**config.mk**
```make
export PLATFORM = sky130hd
export DESIGN_NAME = pe_result_drain
export DESIGN_NICKNAME = d
export VERILOG_FILES = /design/src/rtl/pe_result_drain.sv
export SDC_FILE = /design/constraint.sdc
export NUM_CORES = 1
export LEC_CHECK = 0
export BUFFER_PORTS_ARGS = -buffer_cell sky130_fd_sc_hd__buf_2
export CORE_AREA = 3 3 305 307
export CTS_BUF_LIST = sky130_fd_sc_hd__clkbuf_16
export DETAILED_ROUTE_END_ITERATION = 10
export DIE_AREA = 0 0 308 310
export PLACE_DENSITY = 0.77
export SLEW_MARGIN = 20
export SYNTH_ARGS = -nofsm -noshare
export SYNTH_HDL_FRONTEND = slang
export SYNTH_SLANG_ARGS = --single-unit
```
**constraint.sdc**
```tcl
create_clock -name clk -period 38.1 [get_ports clk]
set_clock_uncertainty 0.05 [all_clocks]
set_input_delay 3.81 -clock clk [delete_from_list [all_inputs] [get_ports clk]]
set_output_delay 3.81 -clock clk [all_outputs]
set_load 0.01 [all_outputs]
```
**src/rtl/pe_result_drain.sv**
```systemverilog
// Result buffer behind pe_array: captures 2x16x16-bit blocks into a small FIFO and drains
// each block as two 256-bit row beats over a valid/ready stream.
module pe_result_drain #(
   parameter int unsigned DEPTH = 2,
   parameter int unsigned LW    = $clog2(DEPTH + 1)
) (
   input  logic                    clk,
   input  logic                    rst_n,
   input  logic [1:0][15:0][15:0]  pe_array_out,
   input  logic                    rounder_valid,
   input  logic [3:0]              round_number,
   output logic [255:0]            out_data,
   output logic                    out_row,
   output logic [3:0]              out_round,
   output logic                    out_last,
   output logic                    out_valid,
   input  logic                    out_ready,
   output logic [LW-1:0]           fill_level,
   output logic                    overflow,
   input  logic                    clr_overflow
);

   localparam int unsigned PW = $clog2(DEPTH);

   typedef logic [1:0][15:0][15:0] block_t;

   block_t        mem_q [DEPTH];
   logic [3:0]    tag_q [DEPTH];

   logic [PW-1:0] wr_ptr_q, wr_ptr_d;
   logic [PW-1:0] rd_ptr_q, rd_ptr_d;
   logic [LW-1:0] count_q, count_d;
   logic          beat_q, beat_d;
   logic          overflow_q, overflow_d;

   logic          not_empty;
   logic          xfer;
   logic          pop;
   logic          push;
   logic          drop;

   always_comb begin
      not_empty = (count_q != '0);
      xfer      = not_empty & out_ready;
      pop       = xfer & beat_q;
      // A full FIFO still takes the new block when the head leaves on the same edge.
      push      = rounder_valid & ((count_q != LW'(DEPTH)) | pop);
      drop      = rounder_valid & ~push;

      wr_ptr_d  = push ? wr_ptr_q + PW'(1) : wr_ptr_q;
      rd_ptr_d  = pop  ? rd_ptr_q + PW'(1) : rd_ptr_q;

      count_d   = count_q;
      if (push && !pop) begin
         count_d = count_q + LW'(1);
      end else if (pop && !push) begin
         count_d = count_q - LW'(1);
      end

      beat_d     = xfer ? ~beat_q : beat_q;
      overflow_d = drop | (overflow_q & ~clr_overflow);
   end

   always_ff @(posedge clk or negedge rst_n) begin
      if (!rst_n) begin
         wr_ptr_q   <= '0;
         rd_ptr_q   <= '0;
         count_q    <= '0;
         beat_q     <= 1'b0;
         overflow_q <= 1'b0;
      end else begin
         wr_ptr_q   <= wr_ptr_d;
         rd_ptr_q   <= rd_ptr_d;
         count_q    <= count_d;
         beat_q     <= beat_d;
         overflow_q <= overflow_d;
      end
   end

   // Storage is not reset; outputs are gated to zero while the FIFO is empty.
   always_ff @(posedge clk) begin
      if (push) begin
         mem_q[wr_ptr_q] <= pe_array_out;
         tag_q[wr_ptr_q] <= round_number;
      end
   end

   always_comb begin
      out_valid  = not_empty;
      out_row    = beat_q;
      out_last   = beat_q;
      out_data   = not_empty ? mem_q[rd_ptr_q][beat_q] : '0;
      out_round  = not_empty ? tag_q[rd_ptr_q] : '0;
      fill_level = count_q;
      overflow   = overflow_q;
   end

endmodule

```
==> impl_metrics.ini <==
[outcome]
status = finished clean

[synth]
synth_top_area_share_pct = 78.99
yosysTopAreaCell = edfxtp_1
syn-num-nets = 2186
syn_area_per_cell_um2 = 23.58
synth_cell_types = 19
synth_most_common_cell = edfxtp_1
ys_top_cells_by_area = edfxtp_1 (79%), mux4_2 (15%), and2_1 (4.1%), buf_6 (0.63%), dfrtp_1 (0.38%)
synth-edff-count = 1032
ys_seq_area_share_pct = 79.38
synth-seq-cells = 1038
yosys_warnings = 0
synth_area_um2 = 39230
async_flop_share_pct = 0.5780
synth_flop_cell = edfxtp_1
synth_cells = 1664
synthTopCellsByCount = edfxtp_1 (1032), and2_1 (257), mux4_2 (256)

[route]
via_per_inst = 5.238
drtIter0Drc = 1656
ant_nets = 0
route.detailed.drc = 0
vias = 19888
routed_wl_um = 91280
drtPass1Iterations = 5
post_drt_wl_per_cell_um = 24.04

[floorplanning]
start_util_pct = 43.45
die_w_um = 308
die-area_um2 = 95480
rows = 110
core_area_um2 = 90290
die_y_um = 310
ios = 787

[clock_network]
cts_hold_buffers = 0
clkSinkCount = 1038
root_buffer = clkbuf_16
cts_tree = built
h-tree-depth = 3
numCtsBuffers = 100
post_cts_resized = 0
cts_post_setup_buffers_inserted = 0
clkLatencyLatePin_ns = 0.65
cts.reportedPaths.clkPinSlew_ns = 0.06
cts_max_path_buffers = 3

[sta]
drv_slew = 0
setup_viol = 0
max-slew-margin-rel_pct = 19.06
finalHoldViolations = 0
worst_slew_pin_slew_ns = 1.214
whs_ns = 0.4799
finalCritPeriodShare_pct = 23.48
fmax_mhz = 111.8
finalCriticalPeriod_ns = 8.945
rsz0062_at_grt = no
tns_ns = 0

[setup_path]
cp_max_fo = 46
worstPathArrival_ns = 5.08
rr_worst_depth = 9
start_kind = flip-flop
crit_path_end_kind = primary output
timing_worst_setup_path_type = reg2out
cp.required_ns = 34.24

[worst_hold_path]
holdPathStages = 1
hold_class = reg2reg

[grt]
grt_max_degree = 171
grt_pass1_vias = 21370
grt_overflow_total = 0
antenna_found_initial = 64
grt_pass1_wl_um = 131700
grt.total_usage_pct = 18.49

[finish]
syn_to_final_growth_pct = 21.66
n_fill_cell = 6880
final_nets = 3008
drive_gt1_share_pct = 47.39

[place]
port-buffer-count = 786
dpl.hpwl_um = 60940
place_congestion = 0.8508

[run]
drv_cap = 0

[power]
ir_drop_mv = 0.08301
cellLeakagePower_nw = 17.02
p_per_area_nw_per_um2 = 81.72
## sequential cells by signal, summed over array words and instances, names as in the netlist
| signal | cells |
|---|---|
| out_last | 1 |
| rd_ptr_q | 1 |
| mem_q | 1024 |
| overflow | 1 |
| fill_level | 2 |
| tag_q | 8 |
| wr_ptr_q | 1 |
## per-stage QoR
step           setup slack (ns)  std cells  instance area, um^2  power (W)  util, %
2_1_floorplan             9.786       1664                39230   0.002708        -
3_3_place_gp              29.22       3558                44310   0.002939    49.08
3_5_place_dp              29.02       3558                44320   0.002973    49.08
4_1_cts                   28.89       3742                47540   0.003943    52.65
5_1_grt                   28.58       3776                47680   0.004081    52.80
6_report                  29.16       3797                47730   0.003900    52.86
## final cells by class
cell class,instances,area [um^2],area share [%]
clock buffers,102,2552,5.348
repair buffers,807,4189,8.777
diodes,53,132.6,0.2779
well taps,1176,1471,3.083
flip-flops and latches,1038,31150,65.26
multi-input cells,537,7553,15.83
inverters,2,12.51,0.02622
clock inverters,82,669.4,1.403
## per-layer routing
metal	wire, um	global-route usage [%]	up-vias
li1	-	-	8568
met2	47670	31.70	877
met5	269	0	-
met3	8623	6.534	205
met4	3137	7.529	40
met1	31580	21.28	10198
## cell usage in the layout (no fill, tap or decap), types with 2 or more instances in the layout
cell type   count
clkinv_2       25
nand2_1         2
buf_2         786
buf_16          2
mux4_2        256
clkinvlp_4      3
buf_4          13
clkbuf_16     102
inv_6           4
buf_12          4
buf_6           2
and2_1        256
mux2i_1         4
nor2_1          6
diode_2        53
clkinv_8        4
xnor2_1         3
inv_1          11
bufinv_16       9
edfxtp_1     1032
dfrtp_1         4
xor2_1          3
dfrtp_4         2
clkinv_4        2
clkinv_1       25
## path summary, 6_finish.rpt
check | endpoint | startpoint | slack [ns]
worst max-delay path | out_data[189] | rd_ptr_q | 29.16
worst min-delay path | fill_level[1] | fill_level[1] | 0.48
worst max register to register | mem_q[0][136] | out_last | 31.00
worst min register to register | fill_level[1] | fill_level[1] | 0.48
max in group asynchronous | out_last | rst_n | 34.91
min in group asynchronous | fill_level[1] | rst_n | 2.93
## report_power, final
part	switching, W	internal, W	total (W)
Sequential	0.0000814	0.00157	0.00165
Clock	0.000413	0.000549	0.000962
Combinational	0.000703	0.000586	0.00129
Total	0.00120	0.00270	0.00390
## worst max-delay path, stage by stage, from the launching register on
cell and delay (ns):
dfrtp_4 0.89, buf_4 0.76, buf_4 0.85, buf_4 0.82, mux4_2 0.59, and2_1 0.19, buf_2 0.15
## cell families (layout without fill, tap and decap cells)
family	count (synthesis)	after routing	synth area share, %
buffers and inverters	89	993	1.394
flip-flops	1038	1038	79.38
AND/OR/NAND/NOR	268	268	4.220
adder cells (fa/ha/maj)	1	1	0.03189
multiplexers	260	260	14.80
XOR/XNOR	6	6	0.1340
other	0	53	0
AO/OA/AOI/OAI	2	2	0.04466
(Power assumes the default switching activity.)
